--- src/rtl/cal.sv ---
// Six-digit BCD key calculator: operand entry, single-cycle add/sub/mul/div,
// and a registered seven-segment BCD display word.
`timescale 1ns/1ps
module cal (
  input  logic        clk_1khz,
  input  logic        rst,
  input  logic        flag,
  input  logic [3:0]  data,
  output logic [23:0] seg_data
);

  // state  | meaning
  // IN_A   | entering operand A
  // IN_B   | operator latched, entering operand B
  // RESULT | showing A op B
  // ERROR  | divide by zero, display all F
  typedef enum logic [1:0] {IN_A, IN_B, RESULT, ERROR} state_t;

  localparam logic [3:0] KEY_EQ  = 4'd10;
  localparam logic [3:0] KEY_CLR = 4'd11;
  localparam logic [1:0] OP_ADD  = 2'd0;
  localparam logic [1:0] OP_SUB  = 2'd1;
  localparam logic [1:0] OP_MUL  = 2'd2;
  localparam logic [2:0] MAX_DIG = 3'd6;

  state_t      state_q, state_d;
  logic [19:0] a_q, a_d, b_q, b_d, res_q, res_d;
  logic [2:0]  cnt_a_q, cnt_a_d, cnt_b_q, cnt_b_d;
  logic [1:0]  op_q, op_d;
  logic        neg_q, neg_d;
  logic [23:0] disp;

  logic [20:0] sum;
  logic [19:0] add_res, sub_res, mul_res, div_res;
  logic [39:0] prod;
  logic [39:0] prod_mod;

  function automatic logic [19:0] append(input logic [19:0] v, input logic [3:0] d);
    logic [23:0] t;
    t = {4'd0, v} * 24'd10 + {20'd0, d};
    return t[19:0];
  endfunction

  function automatic logic [23:0] to_bcd(input logic [19:0] v);
    logic [19:0] r;
    logic [19:0] digit;
    logic [23:0] out;
    r   = v;
    out = '0;
    for (int i = 0; i < 6; i++) begin
      digit        = r % 20'd10;
      out[4*i +: 4] = digit[3:0];
      r            = r / 20'd10;
    end
    return out;
  endfunction

  // All arithmetic settles combinationally so '=' resolves in one clock.
  always_comb begin
    sum      = {1'b0, a_q} + {1'b0, b_q};
    add_res  = (sum >= 21'd1000000) ? 20'(sum - 21'd1000000) : sum[19:0];
    sub_res  = (a_q >= b_q) ? (a_q - b_q) : (b_q - a_q);
    prod     = {20'd0, a_q} * {20'd0, b_q};
    prod_mod = prod % 40'd1000000;
    mul_res  = prod_mod[19:0];
    div_res  = (b_q == 20'd0) ? 20'd0 : (a_q / b_q);
  end

  always_comb begin
    state_d = state_q;
    a_d     = a_q;
    b_d     = b_q;
    res_d   = res_q;
    cnt_a_d = cnt_a_q;
    cnt_b_d = cnt_b_q;
    op_d    = op_q;
    neg_d   = neg_q;
    if (flag) begin
      if (data == KEY_CLR) begin
        state_d = IN_A;
        a_d     = '0;
        b_d     = '0;
        res_d   = '0;
        cnt_a_d = '0;
        cnt_b_d = '0;
        op_d    = '0;
        neg_d   = 1'b0;
      end else if (data <= 4'd9) begin
        case (state_q)
          IN_A: if (cnt_a_q < MAX_DIG) begin
            a_d     = append(a_q, data);
            cnt_a_d = cnt_a_q + 3'd1;
          end
          IN_B: if (cnt_b_q < MAX_DIG) begin
            b_d     = append(b_q, data);
            cnt_b_d = cnt_b_q + 3'd1;
          end
          default: begin
            state_d = IN_A;
            a_d     = {16'd0, data};
            cnt_a_d = 3'd1;
            b_d     = '0;
            cnt_b_d = '0;
          end
        endcase
      end else if (data == KEY_EQ) begin
        if (state_q == IN_B) begin
          state_d = RESULT;
          neg_d   = 1'b0;
          case (op_q)
            OP_ADD: res_d = add_res;
            OP_SUB: begin
              res_d = sub_res;
              neg_d = (a_q < b_q);
            end
            OP_MUL: res_d = mul_res;
            default: begin
              res_d = div_res;
              if (b_q == 20'd0) state_d = ERROR;
            end
          endcase
        end
      end else begin
        case (state_q)
          IN_A: begin
            state_d = IN_B;
            op_d    = data[1:0];
            b_d     = '0;
            cnt_b_d = '0;
          end
          IN_B: op_d = data[1:0];
          RESULT: begin
            state_d = IN_B;
            op_d    = data[1:0];
            a_d     = neg_q ? 20'd0 : res_q;
            b_d     = '0;
            cnt_b_d = '0;
          end
          default: ;
        endcase
      end
    end
  end

  // B only replaces A on the display once its first digit arrives.
  always_comb begin
    disp = '0;
    case (state_q)
      IN_A:   disp = to_bcd(a_q);
      IN_B:   disp = (cnt_b_q != 3'd0) ? to_bcd(b_q) : to_bcd(a_q);
      RESULT: begin
        disp = to_bcd(res_q);
        if (neg_q) disp[23:20] = 4'hA;
      end
      default: disp = 24'hFFFFFF;
    endcase
  end

  always_ff @(posedge clk_1khz) begin
    if (rst) begin
      state_q  <= IN_A;
      a_q      <= '0;
      b_q      <= '0;
      res_q    <= '0;
      cnt_a_q  <= '0;
      cnt_b_q  <= '0;
      op_q     <= '0;
      neg_q    <= 1'b0;
      seg_data <= '0;
    end else begin
      state_q  <= state_d;
      a_q      <= a_d;
      b_q      <= b_d;
      res_q    <= res_d;
      cnt_a_q  <= cnt_a_d;
      cnt_b_q  <= cnt_b_d;
      op_q     <= op_d;
      neg_q    <= neg_d;
      seg_data <= disp;
    end
  end

endmodule

--- config.mk ---
export PLATFORM = sky130hd
export DESIGN_NAME = cal
export DESIGN_NICKNAME = d
export VERILOG_FILES = /design/src/rtl/cal.sv
export SDC_FILE = /design/constraint.sdc
export NUM_CORES = 2
export LEC_CHECK = 0
export BUFFER_PORTS_ARGS = -buffer_cell sky130_fd_sc_hd__buf_4
export CORE_UTILIZATION = 55
export CTS_BUF_LIST = sky130_fd_sc_hd__clkbuf_8 sky130_fd_sc_hd__clkbuf_16
export CTS_CLUSTER_SIZE = 24
export DETAILED_ROUTE_END_ITERATION = 6
export PLACE_DENSITY = 0.71
export SLEW_MARGIN = 20
export SYNTH_ARGS = -nofsm -noshare
export SYNTH_HDL_FRONTEND = slang
export SYNTH_SLANG_ARGS = --single-unit
export TNS_END_PERCENT = 100
--- constraint.sdc ---
create_clock -name clk_1khz -period 68.5 [get_ports clk_1khz]
set_clock_uncertainty 0.05 [all_clocks]
set_input_delay 0 -clock clk_1khz [delete_from_list [all_inputs] [get_ports clk_1khz]]
set_output_delay 0 -clock clk_1khz [all_outputs]
set_load 0.05 [all_outputs]
==> results.cfg <==
[grt]
grt_pass1_wl_um = 280000
grtUsageTotal_pct = 33.4
use_met1_pct = 46.2
grt_antenna_before_repair = 2
grt-ovfl-total = 0
grtUsageMet2_pct = 52.5
busiest_layer = met2
grt_max_degree = 72
grt_pass1_vias = 52100
use_met3_pct = 5.51

[sta]
layout_setup_ws_ps = 12450
fin_setup_tns_ps = 0
hold_violations = 0
tightest_slew_ps = 1210
maxSlewViolCount = 0
max_freq_mhz = 17.8
setup_viol = 0
slew_headroom_pct = 18.2
period_share_pct = 81.8
period_minus_slack_ps = 56050
rsz0062_at_grt = false

[floorplanning]
io_pins = 31
start_util_pct = 55.6
num_rows = 115
die_area_um2 = 101000
core_area_um2 = 98700
die_h_um = 318
die_w_um = 318

[logic_synthesis]
ys_seq_area_share_pct = 3.46
synth_cell_type_count = 144
synth_fp_nets = 8663
synthArstFlopShare_pct = 0
synth_edf_count = 0
synth.avg_cell_area_um2 = 7.05
ys_seq_elements = 95
ys_dominant_reg_cell = dfxtp_1
synthCells = 7792
ys_warn_count = 0
netlist_area_um2 = 54900

[route]
via_count = 57300
drcViolationCount = 8
wl_um = 175000
via_per_inst = 6.47
drtPass1Iterations = 7
antenna_left = 0
drt-initial-drc-count = 5572
wire_per_inst_um = 19.7

[clock_tree]
cts_buffers = 9
cts_tree = built
clk_pin_slew_worst_paths_ps = 80
cts_sinks = 95
insertion_delay_ps = 400
cts_max_path_buffers = 2
cts_resized = 0
cts-root-buf = clkbuf_16
h-tree-depth = 3

[layout]
fillers = 9384
layout_common_cells = 867 x nand2_1, 795 x nor2_1, 585 x inv_1, 537 x ha_1, 533 x a21oi_1
final_common_cell = nand2_1
nets = 8441
finish.utilization_pct = 57.5
drive_above_1_share_pct = 6.80
antennaDiodeCount = 0
area_delta_synth_final_pct = 3.29

[place]
gp_congestion = 1.00
io_buffers = 30
dpl.hpwl_um = 134000
place_ws_ps = 12760

[worst_setup_path]
criticalPathCategory = reg -> reg
r2r-end = res_q[0]
required_ps = 68700
worst_path_most_repeated_cell = o21a_1
crit_slowest_cell = nor4_1
crit_family = compound AO/OA/AOI/OAI gates
endpoint_kind = flip-flop
critical_path.startpoint = b_q[16]
crit_path_end = res_q[0]
cp_num_buf_inv = 10
critPathMaxFanout = 37
critPathLaunchType = flip-flop
crit_path_max_incr_delay_ps = 910
r2r_start = b_q[16]
reg2reg_depth = 281
critPathArrivalTime_ps = 56250
reg2reg_setup_slack_ps = 12450
path_depth = 281

[run_status]
violations = design-rule violations
status = finished with violations

[worst_hold_path]
worstHoldPathType = in -> reg

[job]
cap_viol_max_count = 0
## Yosys cell counts, drive strengths merged, types with 159 or more instances
master | n | area, um^2
xnor2 | 369 | 3270
a21oi | 550 | 2800
nand2 | 870 | 3270
inv | 591 | 2220
fa | 327 | 6550
clkbuf | 330 | 1240
ha | 537 | 6720
nand3 | 159 | 823
o21ai | 466 | 2390
nor2 | 802 | 3020
nor3 | 326 | 1650
o21a | 214 | 1610
## registers in the layout, indices dropped and copies added (netlist names)
register  count
op_q          2
a_q          20
res_q        20
neg_q         1
cnt_b_q       3
cnt_a_q       3
state_q       2
b_q          20
seg_data     24
## cells by family after synthesis
logic type                 after synthesis  synth area share [%]
muxes                                  221                  4.38
buffers and inverters                 1023                  7.09
AOI/OAI and AO/OA                     2318                  29.0
and+or+nand+nor                       2723                  22.9
xor gates and xnor gates               490                  7.93
DFF                                     95                  3.46
adders and majority gates              922                  25.2
## area by class of cell
cell class                      count  area [um^2]  area share (%)
Inverter                          613         2300            4.06
Tap cell                         1287         1610            2.84
Timing Repair Buffer              177         1340            2.36
Clock buffer                       10          239           0.421
Multi-Input combinational cell   6674        49200            86.8
Clock inverter                      6         86.3           0.152
Sequential cell                    95         1900            3.36
## worst min path at each step
stage	start	endpoint	slack, ps	cells past startpoint
after floorplan	rst	seg_data[3]	150	3
after global placement	rst	seg_data[9]	310	2
after detailed placement	rst	seg_data[9]	300	2
after CTS	data[3]	state_q[1]	60	5
after global routing	data[2]	b_q[2]	100	4
final	data[3]	state_q[1]	100	5
## layer usage
metal	share of wire [%]	vias up
li1	-	27500
met1	44	27100
met2	43	2392
met3	9.2	373
met4	3.6	6
met5	0.098	-
## worst reg2reg max path, delay by kind of cell (launching register included)
| family | cells | cell delay [ps] |
|---|---|---|
| AO/OA/AOI/OAI | 213 | 40750 |
| adder cells (fa/ha/maj) | 19 | 5630 |
| buffers and inverters | 10 | 2660 |
| flip-flops | 1 | 320 |
| multiplexers | 2 | 810 |
| AND/OR/NAND/NOR | 37 | 5730 |
## timing repair
action                    in CTS  in global routing
buffers inserted               0                  0
hold buffers                   4                  0
hold endpoints to repair      16                  0
## metrics by stage
step,cells,hold WS [ps],instance area [um^2]
6_report,8862,95.8,56700
5_1_grt,8862,99.4,56700
2_1_floorplan,7792,152,54900
4_1_cts,8860,64.5,56700
3_5_place_dp,8840,297,56300
3_3_place_gp,8840,311,56300
Power is left out: the tool's default activity adds up to more than one toggle a clock period on the data nets, which glitch-free logic cannot reach.
